### src/rtl/dm_encode_sequencer_pkg.sv
// Shared types and constants for the data-memory encode sequencer.
//
// Contents:
//   seq_state_t : sequencer FSM states
//   MSG_BITS    : width of one raw message (11 data bits)
//   CODE_BITS   : width of one encoded SECDED word (16 bits)
package prog1_pkg;

  typedef enum logic [2:0] {
    IDLE,
    RD_LO,
    RD_HI,
    WR_LO,
    WR_HI,
    FIN
  } seq_state_t;

  localparam int MSG_BITS  = 11;
  localparam int CODE_BITS = 16;

endpackage

### src/rtl/dm_encode_sequencer_if.sv
// Data-memory bus plus run status for the encode sequencer.
//
// Signals:
//   dm_rd_data : memory read data, combinational from dm_addr
//   dm_addr    : memory byte address
//   dm_wr_en   : write strobe, memory captures on posedge when high
//   dm_wr_data : write data
//   busy       : run in progress
//   done       : run finished, held until the next reset
//
// Modports:
//   master : the sequencer side
//   slave  : the memory / observer side
interface dm_encode_sequencer_if #(
  parameter int ADDR_W = 8
);

  logic [7:0]        dm_rd_data;
  logic [ADDR_W-1:0] dm_addr;
  logic              dm_wr_en;
  logic [7:0]        dm_wr_data;
  logic              busy;
  logic              done;

  modport master (
    input  dm_rd_data,
    output dm_addr, dm_wr_en, dm_wr_data, busy, done
  );

  modport slave (
    output dm_rd_data,
    input  dm_addr, dm_wr_en, dm_wr_data, busy, done
  );

endinterface

### src/rtl/dm_encode_sequencer_enc.sv
// Combinational Hamming(15,11) encoder with an overall parity bit (SECDED).
//
// Ports:
//   msg_i  [10:0] : message, msg_i[k-1] is data bit bk
//   code_o [15:0] : {b11..b5, p8, b4..b2, p4, b1, p2, p1, p0}
module hamming11_enc
  import prog1_pkg::*;
(
  input  logic [MSG_BITS-1:0]  msg_i,
  output logic [CODE_BITS-1:0] code_o
);

  logic p8, p4, p2, p1, p0;

  // Each check bit covers the data bits whose codeword position has that
  // power-of-two bit set; p0 then makes the whole 16-bit word even parity.
  always_comb begin
    p8 = ^msg_i[10:4];
    p4 = ^{msg_i[10:7], msg_i[3:1]};
    p2 = ^{msg_i[10], msg_i[9], msg_i[6], msg_i[5], msg_i[3], msg_i[2], msg_i[0]};
    p1 = ^{msg_i[10], msg_i[8], msg_i[6], msg_i[4], msg_i[3], msg_i[1], msg_i[0]};
    p0 = ^{msg_i, p8, p4, p2, p1};
    code_o = {msg_i[10:4], p8, msg_i[3:1], p4, msg_i[0], p2, p1, p0};
  end

endmodule

### src/rtl/dm_encode_sequencer.sv
// Sequencer for the program-1 SECDED encode pass over data memory.
// Reads NUM_MSG 11-bit messages (byte pairs at SRC_BASE), encodes each and
// writes the 16-bit result as a byte pair at DST_BASE, then raises done.
//
// Ports:
//   clk   : single clock, all state on posedge
//   reset : synchronous active-high; releasing it starts a run
//   bus   : data-memory port and busy/done status (master modport)
module dm_encode_sequencer
  import prog1_pkg::*;
#(
  parameter int NUM_MSG  = 15,
  parameter int SRC_BASE = 0,
  parameter int DST_BASE = 30,
  parameter int ADDR_W   = 8
) (
  input  logic                 clk,
  input  logic                 reset,
  dm_encode_sequencer_if.master bus
);

  localparam logic [ADDR_W-1:0] SrcBase = ADDR_W'(SRC_BASE);
  localparam logic [ADDR_W-1:0] DstBase = ADDR_W'(DST_BASE);
  localparam logic [ADDR_W-1:0] LastIdx = ADDR_W'(NUM_MSG - 1);
  localparam longint AddrSpace = longint'(1) << ADDR_W;

  // Address arithmetic never wraps, so both buffers must fit and must not overlap.
  if (NUM_MSG < 1) begin : gNumMsgCheck
    $fatal(1, "NUM_MSG must be at least 1");
  end
  if (longint'(SRC_BASE) + 2 * NUM_MSG - 1 >= AddrSpace) begin : gSrcRangeCheck
    $fatal(1, "source buffer exceeds the address space");
  end
  if (longint'(DST_BASE) + 2 * NUM_MSG - 1 >= AddrSpace) begin : gDstRangeCheck
    $fatal(1, "destination buffer exceeds the address space");
  end
  if (!((SRC_BASE + 2 * NUM_MSG <= DST_BASE) ||
        (DST_BASE + 2 * NUM_MSG <= SRC_BASE))) begin : gOverlapCheck
    $fatal(1, "source and destination buffers overlap");
  end

  seq_state_t             state_q, state_d;
  logic [ADDR_W-1:0]      idx_q, idx_d;
  logic [7:0]             lo_q, lo_d;
  logic [2:0]             hi_q, hi_d;
  logic [CODE_BITS-1:0]   code;
  logic [ADDR_W-1:0]      msgOff;
  logic [ADDR_W-1:0]      dmAddr;
  logic                   wrEn;
  logic [7:0]             wrData;
  logic                   busyNow;

  hamming11_enc u_enc (
    .msg_i  ({hi_q, lo_q}),
    .code_o (code)
  );

  // State, message index and captured bytes; reset also aborts any run.
  always_ff @(posedge clk) begin
    if (reset) begin
      state_q <= IDLE;
      idx_q   <= '0;
      lo_q    <= '0;
      hi_q    <= '0;
    end else begin
      state_q <= state_d;
      idx_q   <= idx_d;
      lo_q    <= lo_d;
      hi_q    <= hi_d;
    end
  end

  // Next state and memory-port drive; each message takes four cycles.
  always_comb begin
    state_d = state_q;
    idx_d   = idx_q;
    lo_d    = lo_q;
    hi_d    = hi_q;
    dmAddr  = '0;
    wrEn    = 1'b0;
    wrData  = '0;
    busyNow = 1'b0;
    msgOff  = idx_q << 1;

    case (state_q)
      IDLE: begin
        state_d = RD_LO;
      end
      RD_LO: begin
        busyNow = 1'b1;
        dmAddr  = SrcBase + msgOff;
        lo_d    = bus.dm_rd_data;
        state_d = RD_HI;
      end
      RD_HI: begin
        busyNow = 1'b1;
        dmAddr  = SrcBase + msgOff + ADDR_W'(1);
        hi_d    = bus.dm_rd_data[2:0];
        state_d = WR_LO;
      end
      WR_LO: begin
        busyNow = 1'b1;
        wrEn    = 1'b1;
        dmAddr  = DstBase + msgOff;
        wrData  = code[7:0];
        state_d = WR_HI;
      end
      WR_HI: begin
        busyNow = 1'b1;
        wrEn    = 1'b1;
        dmAddr  = DstBase + msgOff + ADDR_W'(1);
        wrData  = code[15:8];
        if (idx_q == LastIdx) begin
          state_d = FIN;
        end else begin
          idx_d   = idx_q + ADDR_W'(1);
          state_d = RD_LO;
        end
      end
      FIN: begin
        state_d = FIN;
      end
      default: begin
        state_d = IDLE;
      end
    endcase
  end

  // Reset wins over a write that would land on the same edge.
  assign bus.dm_addr    = dmAddr;
  assign bus.dm_wr_en   = wrEn & ~reset;
  assign bus.dm_wr_data = wrData;
  assign bus.busy       = busyNow;
  assign bus.done       = (state_q == FIN);

endmodule

### src/flat_wrapper.sv
// flat-port wrapper written by rule: the top's interface ports become plain ports
module dm_encode_sequencer_flat import prog1_pkg::*;
#(
  parameter int NUM_MSG  = 15,
  parameter int SRC_BASE = 0,
  parameter int DST_BASE = 30,
  parameter int ADDR_W   = 8
)
  (clk, reset, bus_dm_rd_data, bus_dm_addr, bus_dm_wr_en, bus_dm_wr_data, bus_busy, bus_done);
  dm_encode_sequencer_if #(.ADDR_W(ADDR_W)) bus_i ();
  input  logic clk;
  input  logic reset;
  input wire logic [$bits(bus_i.dm_rd_data)-1:0] bus_dm_rd_data;
  output wire logic [$bits(bus_i.dm_addr)-1:0] bus_dm_addr;
  output wire logic [$bits(bus_i.dm_wr_en)-1:0] bus_dm_wr_en;
  output wire logic [$bits(bus_i.dm_wr_data)-1:0] bus_dm_wr_data;
  output wire logic [$bits(bus_i.busy)-1:0] bus_busy;
  output wire logic [$bits(bus_i.done)-1:0] bus_done;
  assign bus_i.dm_rd_data = bus_dm_rd_data;
  assign bus_dm_addr = bus_i.dm_addr;
  assign bus_dm_wr_en = bus_i.dm_wr_en;
  assign bus_dm_wr_data = bus_i.dm_wr_data;
  assign bus_busy = bus_i.busy;
  assign bus_done = bus_i.done;
  dm_encode_sequencer #(.NUM_MSG(NUM_MSG), .SRC_BASE(SRC_BASE), .DST_BASE(DST_BASE), .ADDR_W(ADDR_W)) u_core (.clk(clk), .reset(reset), .bus(bus_i));
endmodule
### config.mk
export PLATFORM = sky130hd
export DESIGN_NAME = dm_encode_sequencer_flat
export DESIGN_NICKNAME = d
export VERILOG_FILES = /design/src/rtl/dm_encode_sequencer_pkg.sv /design/src/rtl/dm_encode_sequencer_if.sv /design/src/rtl/dm_encode_sequencer_enc.sv /design/src/rtl/dm_encode_sequencer.sv /design/src/flat_wrapper.sv
export SDC_FILE = /design/constraint.sdc
export NUM_CORES = 1
export LEC_CHECK = 0
export ABC_AREA = 1
export CAP_MARGIN = 10
export CORE_ASPECT_RATIO = 0.8
export CORE_MARGIN = 2
export CORE_UTILIZATION = 34
export CTS_CLUSTER_SIZE = 10
export DETAILED_ROUTE_END_ITERATION = 7
export GPL_ROUTABILITY_DRIVEN = 0
export SETUP_SLACK_MARGIN = 0.05
export SLEW_MARGIN = 15
export SYNTH_ARGS = -nofsm -noshare
export SYNTH_HDL_FRONTEND = slang
export SYNTH_SLANG_ARGS = --single-unit
### constraint.sdc
create_clock -name clk -period 3.5 [get_ports clk]
set_input_delay 0.7 -clock clk [delete_from_list [all_inputs] [get_ports clk]]
set_output_delay 0.7 -clock clk [all_outputs]
set_load 0.02 [all_outputs]
; Yosys cells after proc, flatten, opt, wreduce, memory -nomap -nowiden
; Index checks and enable logic that the tools add are counted.
[word_totals]
register_bits = 22
word_cells = 32
[classes]
n_addsub = 4
n_eq_ne = 6
n_mux = 6
bitwise_logic = 3
n_reduce_logical = 9
[op_table]
columns = op, count
row1 = 8-bit case mux with 4 select lines, 1
row2 = 7-bit parity, 4
row3 = "8-bit by 1-bit adder with 8-bit output, second input constant", 3
row4 = 3-bit case mux with 6 select lines, 1
row5 = 8-bit case mux with 2 select lines, 1
row6 = 15-bit parity, 1
row7 = "5-bit by 8-bit adder with 8-bit output, first input constant", 1
row8 = "8-bit by 4-bit equality test with 1-bit output, second input constant", 1
row9 = "3-bit by 2-bit equality test with 1-bit output, second input constant", 2
row10 = "3-bit equality test, second input constant", 2
row11 = 4-bit OR reduction, 1
row12 = "3-bit by 1-bit equality test with 1-bit output, second input constant", 1
row13 = 3-bit logical NOT, 1
row14 = 3-bit two-way mux, 1
row15 = 1-bit two-way mux, 2
row16 = 1-bit inverter, 2
row17 = 2-bit AND reduction, 1
row18 = 2-bit OR reduction, 1
row19 = 1-bit bitwise AND, 1

; Longest topological paths before layout
[logic_depth]
ltp_word = 4
mapped_depth = 14

; Cells and area by module
; A second synthesis with hierarchy kept.
[hier_totals]
cells_unflattened = 364
area_unflattened_um2 = 2079.5
[modules_own_cells]
columns = mod, n_inst, cells_per_inst, area_per_inst_um2, seq_area_each_um2
row1 = dm_encode_sequencer, 1, 204, 1345.0, 440.4
row2 = hamming11_enc, 1, 160, 734.5, 0.0

; Worst setup path before layout
; No wires, ideal clock.
[synth_path]
path_kind = reg-to-output
start = register u_core.idx_q[0]
end = output port bus_dm_addr[7]
arrival_ps = 1413
t_required_ps = 2800
setup_slack_ps = 1387
path_stages_with_launch = 6
n_path_buf = 0
cell_sequence = dfxtp_1 -> inv_1 -> ha_1 -> nand3_1 -> nand2_1 -> o31ai_1
[synth_via]
elab_chain_cells = 3
[synth_rtl]
columns = element, line_no
row1 = start: declaration, dm_encode_sequencer.sv:43  ; logic [ADDR_W-1:0] idx_q, idx_d;
row2 = start signal: assignment, dm_encode_sequencer.sv:67  ; idx_q <= idx_d;
row3 = 5-bit by 8-bit adder with 8-bit output, "dm_encode_sequencer.sv:104, dm_encode_sequencer.sv:111"
row4 = 8-bit by 1-bit adder with 8-bit output, dm_encode_sequencer.sv:111  ; dmAddr = DstBase + msgOff + ADDR_W'(1);
row5 = 8-bit case mux with 4 select lines (*), dm_encode_sequencer.sv:85  ; case (state_q)
row6 = end: declaration, flat_wrapper.sv:14  ; output wire logic [$bits(bus_i.dm_addr)-1:0] bus_dm_addr;
; Mark *: on every way between the ends. The rest lies on a longest branch, timed or not.

; Final worst setup path
[layout_path]
start = register u_core.lo_q[3]
end = output port bus_dm_wr_data[0]
[layout_via]
elab_chain_cells = 3
[layout_rtl]
columns = element, line_no
row1 = start: declaration, dm_encode_sequencer.sv:44  ; logic [7:0] lo_q, lo_d;
row2 = start signal: assignment, dm_encode_sequencer.sv:68  ; lo_q <= lo_d;
row3 = "7-bit parity, on equally long branches", "dm_encode_sequencer_enc.sv:21, dm_encode_sequencer_enc.sv:19, dm_encode_sequencer_enc.sv:20"
row4 = 15-bit parity (*), dm_encode_sequencer_enc.sv:22  ; p0 = ^{msg_i, p8, p4, p2, p1};
row5 = 8-bit case mux with 2 select lines (*), dm_encode_sequencer.sv:85
row6 = end: declaration, flat_wrapper.sv:16  ; output wire logic [$bits(bus_i.dm_wr_data)-1:0] bus_dm_wr_data;
; Marks and branches as above.

==> results.toml <==
[worst_setup_path]
crit_fanout = 7
worstPathRequired_ps = 2800
crit_type = "reg -> out"
startpoint_type = "register"
critPathCaptureType = "primary output"
crit_arrival_ps = 2250

[routing]
drcViolationCount = 0
drtIter0Drc = 123
drt_first_pass_iters = 4
routed_via_density = 4.86
wirelength_um = 4220
final_antenna_net_count = 0
vias = 1725
wl_per_cell_um = 11.9

[synthesis]
synth_nets = 279
synth-main-ff-cell = "dfxtp_1"
synth_seq_cells = 22
syn_inst = 266
async_reset_ff_frac = 0
synth_edf_count = 0
ys_warn_count = 0
avgSynthCellArea_um2 = 6.19
synth.distinct_cells = 29
seq_area_frac_synth = 0.267
syn_area_um2 = 1650

[min_path]
hp-class = "reg -> reg"

[timing]
finalSetupViolCount = 0
clock_skew_ps = 1.89
slew_viol_final = 0
fin_crit_ps = 2950
hold_viol = 0
max_freq_mhz = 339
worst_slack_ps = 552
max_slew_margin = 0.683
fin_crit_sh = 0.842
rsz0062_at_grt = "no"
tightest_slew_ps = 475
timing.hold.ws_ps = 542
fin_tns_setup_ps = 0

[final_layout]
diodes = 0
area_delta_synth_final_pct = 23.5
finalNonFillerCells = 355
layout_common_cells = "81 x nand2_1, 28 x clkdlybuf4s50_1, 22 x dfxtp_1, 21 x inv_1"
drive_gt1_frac = 0.139
utilization = 0.440
nets = 309
fill_cells = 511
final_area_um2 = 2030
layout_commonest_cell = "nand2_1"

[pwr]
ir_drop_uv = 188
finalPower_mw = 0.767
p_leak_nw = 0.898
power-per-cell-area_nw_per_um2 = 377

[global_routing]
grt_pass1_vias = 1580
grt_start_max_net_pins = 19
antenna_found_initial = 0
grt_overflow = 0
grt_pass1_wl_um = 7290
grt_usage = 0.172

[cts]
cts_tree = "built"
cts_sinks = 22
cts_inserted_buffers = 3
clock-root-buffer = "clkbuf_8"
cts_setup_buffers = 0
clk_pin_slew_ps = 80
cts_hold_buf = 0
cts.htree.levels = 1
clock_latency_ps = 260
clk_path_buf_depth = 2
post_cts_resized = 0

[placed_design]
numPortBuffers = 28
dp_hpwl_um = 3340
dp_slack_ps = 835
placed_cells = 351
dpl-instance-area_um2 = 1980

[job]
drv_cap = 0

[outcome]
run_status = "finished, final reports clean"

[floorplanning]
start_util = 0.356
core_um2 = 4620
rows = 22
dieWidth_um = 81.8
die_h_um = 66.2
ios = 29
dieArea_um2 = 5420
## critical path: stages (launching register included)
cell and delay [ps]:
dfxtp_1 550, nand2_1 120, nand2_2 100, inv_1 40, nand2_1 100, nand2_2 60
nand2_2 70, nand2_2 60, nand2_2 70, nand2_1 50, nand2_1 50, nand3_1 80
nand2_1 70, clkdlybuf4s50_1 590
## synthesized netlist by cell type (2+ instances only)
library cell  instances  area, µm²
nand2_1              81        304
dfxtp_1              22        440
inv_1                21       78.8
a21oi_1              20        100
o21ai_0              20        100
nand3_1              19       95.1
inv_2                16       60.1
nand2_2              14       87.6
nor2_1               12       45.0
o22ai_1              11       68.8
xnor2_1               5       43.8
ha_1                  3       37.5
nand4_1               3       18.8
xor2_1                3       26.3
buf_6                 2       22.5
## cells by family (layout without fill, tap and decap cells)
logic type | Yosys count | after routing | share of synthesized area
XOR/XNOR | 9 | 9 | 0.0524
buffers and inverters | 42 | 71 | 0.109
AND/OR/NAND/NOR | 136 | 136 | 0.372
adder cells (fa/ha/maj) | 3 | 3 | 0.0228
flip-flops | 22 | 22 | 0.267
AO/OA/AOI/OAI | 54 | 54 | 0.176
## metal layers
metal  routed length (µm)  vias up  track usage  part of all wire
li1                     -      917            -                 -
met1                 2260      762        0.267              0.53
met2                 1730       40        0.242              0.41
met3                  193        6       0.0396             0.046
met4                   43        0       0.0229             0.010
met5                    0        -            0                 0
## state kept, by name, indices dropped and copies added (netlist names)
signal and flops:
u_core.hi_q 3, u_core.idx_q 8, u_core.lo_q 8, u_core.state_q 3
## path summary, 6_finish.rpt
path	start	endpoint	slack [ps]	cells after the start
max	u_core.lo_q[3]	bus_dm_wr_data[0]	550	13
min	u_core.lo_q[5]	u_core.lo_q[5]	540	2
min reg2reg	u_core.lo_q[5]	u_core.lo_q[5]	540	2
max reg2reg	u_core.idx_q[0]	u_core.idx_q[4]	1850	8
## power by group
part / internal [mW] / leakage, nW / switching, mW / total (mW)
Sequential: 0.267 / 0.180 / 0.0261 / 0.293
Combinational: 0.115 / 0.689 / 0.179 / 0.294
Clock: 0.100 / 0.0288 / 0.0808 / 0.181
## final cells by class
type,count,area [µm²],share of cell area
Timing Repair Buffer,29,288,0.142
Clock buffer,4,55.1,0.0271
Inverter,38,148,0.0726
Multi-Input combinational cell,202,1030,0.505
Sequential cell,22,440,0.217
Tap cell,60,75.1,0.0369
Note: power is estimated with default switching activity, not from simulation.
==> RTL edit 1, RTL diff (same flow settings) <==
Encoding of `seq_state_t`: now one-hot (6 bits for 6 states).
--- a/src/rtl/dm_encode_sequencer_pkg.sv
+++ b/src/rtl/dm_encode_sequencer_pkg.sv
@@ -6,13 +6,13 @@
 //   CODE_BITS   : width of one encoded SECDED word (16 bits)
 package prog1_pkg;
 
-  typedef enum logic [2:0] {
-    IDLE,
-    RD_LO,
-    RD_HI,
-    WR_LO,
-    WR_HI,
-    FIN
+  typedef enum logic [5:0] {
+    IDLE  = 6'b000001,
+    RD_LO = 6'b000010,
+    RD_HI = 6'b000100,
+    WR_LO = 6'b001000,
+    WR_HI = 6'b010000,
+    FIN   = 6'b100000
   } seq_state_t;
 
   localparam int MSG_BITS  = 11;
Function: same outputs for any inputs over 10 cycles, from zero or initial values and one cycle with reset high; not proved beyond that.
==> RTL edit 1 against the original RTL <==
- highest routed layer unchanged
- clock skew shrank 0.57 ps
- sequential cell count grew 3
- largest cell class unchanged
- maximum frequency grew 1.2%
- setup slack gained 35 ps
- synthesized area grew 5.9%
- critical endpoint unchanged
- critical path depth is the same
- total power shrank 11%
- wire length grew 4.0%
- design area grew 5.0%
- largest power group is now registers
- non-clock buffer count grew 1
- utilization shrank 1.1 points
- die area grew 5.5%
==> RTL edit 1: results (changes against the original RTL) <==
[outcome]
outcome = finished, final reports clean

[yosys]
ys_top_cells_by_count = 93 x nand2_1, 25 x dfxtp_1, 21 x inv_1, 19 x a21oi_1, 19 x nand3_1
synth_area_leaders = dfxtp_1 29%, nand2_1 20%, a21oi_1 5.5%
synthXorXnorAreaFrac_pct = 6.53  ; +1.3 points
synth-main-ff-cell = dfxtp_1
synth_fp_nets = 291  ; +4.3%
yosysUniqueCellTypes = 28  ; -3.4%
synth_area_per_cell_um2 = 6.27  ; +1.3%
synth_fa_ha_area_share_pct = 2.15  ; -0.13 points
ys_seq_area_share_pct = 28.7  ; +2.0 points
synth_compound_area_share_pct = 16.3  ; -1.3 points

[global_routing]
met1_usage_pct = 24.9  ; -1.8 points
grt_use_met2_pct = 23.9  ; -0.28 points
grt_pass1_vias = 1555  ; -1.6%
grtUsageTotal_pct = 16.0  ; -1.2 points
gr-usage-met3_pct = 1.21  ; -2.8 points
grt_pass1_wl_mm = 7.53  ; +3.2%
grt_max_degree = 20  ; +1

[setup_path]
crit_fanout = 7  ; unchanged
slowest_stage = clkdlybuf4s50_1
slowest_delay_ps = 590  ; about the same
arrival_ps = 2210  ; -40 ps
crit_family = buffers and inverters

[routing]
routed-wl-met2_mm = 1.87  ; +7.9%
vias = 1778  ; +3.1%
wl_met3_um = 197  ; +2.1%
met1_length_mm = 2.28  ; +1.2%
drtIter0Drc = 107  ; -13%
firstDrtPassIters = 4  ; unchanged
maxUsedRoutingLayer = met4
routed_wl_mm = 4.39  ; +4.0%
routed_via_density = 4.82  ; -0.84%

[pwr]
cellLeakagePower_uw = 0.000940  ; +4.7%
ir_worst_vdd_mv = 0.150  ; -20%
power.internal_uw = 456  ; -5.4%

[clock_tree]
cts.path.max_buffers = 2  ; unchanged
cts.clk_slew.worst_paths_ps = 90
clk_latency_ps = 260  ; about the same
cts-root-buf = clkbuf_8
hold_buffers = 0  ; unchanged

[placement]
dp.cells = 365  ; +4.0%
dpl.hpwl_mm = 3.44  ; +3.2%
place_area_um2 = 2090  ; +5.6%
place_ws_ps = 794  ; -41.5 ps

[finish]
fin_nets = 321  ; +3.9%
drive_above_1_share_pct = 10.4  ; -3.5 points
top_regs = u_core.idx_q: 8 flops, u_core.lo_q: 8 flops, u_core.state_q: 6 flops

[hold_path]
min_path_type = flip-flop to flip-flop

[sta]
relSlewSlack_pct = 63.0  ; -5.3 points
finClkSkew_ps = 1.33  ; -0.567 ps

## RTL edit 1: cell type report
class	instances	area [um2]
timing repair buffer	30	295
inverter	35	134
fill	555	2840
multi-input combinational	213	1080
clock buffer	4	45.0
sequential	25	500
tap	62	77.6
## RTL edit 1: power by group through the flow
stage	Combinational (uW)	Sequential, uW	Clock, uW
CTS	199	316	171
global route	232	319	184
floorplan	155	317	0
global placement	194	323	0
detailed placement	199	323	0
finish	197	316	169
## RTL edit 1: path summary, 6_finish.rpt
| kind | start | end | slack (ps) | depth (start not counted) |
|---|---|---|---|---|
| setup / recovery | u_core.lo_q[3] | bus_dm_wr_data[0] | 590 | 13 |
| hold / removal | u_core.idx_q[7] | u_core.idx_q[7] | 520 | 2 |
| setup reg to reg | u_core.idx_q[0] | u_core.idx_q[3] | 1920 | 10 |
| hold reg to reg | u_core.idx_q[7] | u_core.idx_q[7] | 520 | 2 |
==> RTL edit 2, RTL diff (config.mk and constraints unchanged) <==
Made on the original files. `ADDR_W` is set to 8 in 3 places; all go to 7.
--- a/src/rtl/dm_encode_sequencer_if.sv
+++ b/src/rtl/dm_encode_sequencer_if.sv
@@ -12,7 +12,7 @@
 //   master : the sequencer side
 //   slave  : the memory / observer side
 interface dm_encode_sequencer_if #(
-  parameter int ADDR_W = 8
+  parameter int ADDR_W = 7
 );
 
   logic [7:0]        dm_rd_data;
--- a/src/rtl/dm_encode_sequencer.sv
+++ b/src/rtl/dm_encode_sequencer.sv
@@ -12,7 +12,7 @@
   parameter int NUM_MSG  = 15,
   parameter int SRC_BASE = 0,
   parameter int DST_BASE = 30,
-  parameter int ADDR_W   = 8
+  parameter int ADDR_W   = 7
 ) (
   input  logic                 clk,
   input  logic                 reset,
--- a/src/flat_wrapper.sv
+++ b/src/flat_wrapper.sv
@@ -4,7 +4,7 @@
   parameter int NUM_MSG  = 15,
   parameter int SRC_BASE = 0,
   parameter int DST_BASE = 30,
-  parameter int ADDR_W   = 8
+  parameter int ADDR_W   = 7
 )
   (clk, reset, bus_dm_rd_data, bus_dm_addr, bus_dm_wr_en, bus_dm_wr_data, bus_busy, bus_done);
   dm_encode_sequencer_if #(.ADDR_W(ADDR_W)) bus_i ();
Interface: changed (resized bus_dm_addr); port bits go from 29 to 28. The function was not compared with the original's and may differ.
==> RTL edit 2 against the original RTL <==
- sequential cell count fell by 1
- non-clock buffer count decreased by 1
- synthesized area up 0.46%
- wire length rose by 0.14%
- via count up 0.58%
- clock power decreased by 9.9%
- count of clock-buffer cells in the layout is 1 lower
- critical path depth rose by 2
- die area is 0.43% higher
- total power up 2.8%
- design area down 0.92%
- setup slack got worse by 250 ps
- synthesized cell count increased by 2.6%
==> RTL edit 2: results (changes against the original RTL) <==
[setup_path]
slowest_stage = clkdlybuf4s50_1
slowest_delay_ps = 610  ; +20 ps
worst-r2r-setup-slack_ps = 1820  ; -30 ps
arrival_ps = 2500  ; +250 ps
reg2regPathDepth = 9  ; +1
crit_fanout = 9  ; +2
r2r-end = u_core.idx_q[6]

[sta]
finClkSkew_ps = 1.97  ; +0.0788 ps
whs_ps = 460  ; -82.6 ps
relSlewSlack_pct = 66.4  ; -1.9 points

[finish]
nFillCells = 501  ; -2.0%
drive_above_1_share_pct = 11.7  ; -2.2 points
fin_nets = 314  ; +1.6%
top_regs = u_core.lo_q: 8 flops, u_core.idx_q: 7 flops

[placement]
place_area_um2 = 1970  ; -0.51%
portBuffers = 27  ; -3.6%
dpl.hpwl_mm = 3.31  ; -0.86%

[global_routing]
grt_max_degree = 19  ; unchanged
grt_pass1_wl_mm = 6.95  ; -4.7%
grtUsageTotal_pct = 16.3  ; -0.88 points
grt_pass1_vias = 1508  ; -4.6%

[yosys]
ys_top_cells_by_count = 93 x nand2_1, 23 x inv_1, 22 x nand3_1, 21 x dfxtp_1
yosysWarnings = 0  ; unchanged
ys_seq_area_share_pct = 25.4  ; -1.3 points
synth_fp_nets = 286  ; +2.5%
async_reset_ff_share_pct = 0  ; unchanged
synth_area_leaders = dfxtp_1 25%, nand2_1 21%, nand3_1 6.7%

[hold_path]
hold_depth = 1  ; -1
min_from = u_core.idx_q[6]
timing.hold.worst_endpoint = u_core.idx_q[6]

[outcome]
outcome = finished, final reports clean

[clock_tree]
post_cts_resized = 0  ; unchanged
cts-root-buf = clkbuf_8
clk_latency_ps = 260  ; about the same

[routing]
wire_per_inst_um = 11.7  ; -1.2%
drtIter0Drc = 85  ; -31%
vias = 1735  ; +0.58%

[pwr]
cellLeakagePower_uw = 0.000924  ; +2.9%
ir_worst_vdd_mv = 0.190  ; +1.2%

[RTL edit 2: changes by cell type in the layout (fill, tap and decap cells not counted), moves of 2 or more]
cell | before | now
nand2_1 | 81 | 93
inv_1 | 21 | 23
nand4_1 | 3 | 1
inv_4 | 0 | 2
inv_2 | 16 | 10
xor2_1 | 3 | 6
clkinv_1 | 0 | 2
nand3_1 | 19 | 22
xnor2_1 | 5 | 3
[RTL edit 2: area by class of cell]
cell class,instances,area (um2),area share [%]
multi-input combinational,210,1050,52.2
sequential,21,420,20.9
timing repair buffer,28,278,13.8
inverter,37,144,7.14
tap,60,75.1,3.73
clock buffer,3,41.3,2.05
clock inverter,1,5.00,0.248
[RTL edit 2: through the flow]
stage | setup slack [ps] | total power [uW] | std cells
final | 299 | 788 | 360
after global routing | 79.8 | 851 | 360
after CTS | 309 | 794 | 360
after detailed placement | 614 | 630 | 356
after global placement | 587 | 634 | 356
after floorplan | 1440 | 544 | 273
[RTL edit 2: worst max-delay path by stage]
| stage | from | endpoint | slack (ps) | cells after the start |
|---|---|---|---|---|
| 6_report | u_core.lo_q[3] | bus_dm_wr_data[0] | 300 | 15 |
| 5_1_grt | u_core.lo_q[6] | bus_dm_wr_data[0] | 80 | 15 |
| 4_1_cts | u_core.lo_q[3] | bus_dm_wr_data[0] | 310 | 15 |
| 3_5_place_dp | u_core.lo_q[3] | bus_dm_wr_data[0] | 610 | 15 |
| 3_3_place_gp | u_core.lo_q[3] | bus_dm_wr_data[0] | 590 | 15 |
| 2_1_floorplan | u_core.state_q[0] | bus_dm_addr[1] | 1440 | 7 |
[RTL edit 2: per-layer routing]
| metal | track usage [%] | vias to the layer above | routed length [um] |
|---|---|---|---|
| li1 | - | 930 | - |
| met1 | 23.6 | 772 | 2170 |
| met2 | 26.2 | 33 | 1900 |
| met3 | 2.87 | 0 | 149 |
| met4 | 1.25 | 0 | 0 |
| met5 | 0 | - | 0 |
[RTL edit 2: cell families after synthesis]
family | count (synthesis) | synth area share [%]
adders and majority gates | 3 | 2.27
DFF | 21 | 25.4
buffers and inverters | 42 | 11.0
and+or+nand+nor | 147 | 39.5
AOI/OAI and AO/OA | 50 | 16.0
xor gates and xnor gates | 10 | 5.75
[RTL edit 2: power breakdown]
part	internal [uW]	switching (uW)
sequential	255	27.2
clock	79.4	83.6
combinational	128	215
total	463	326
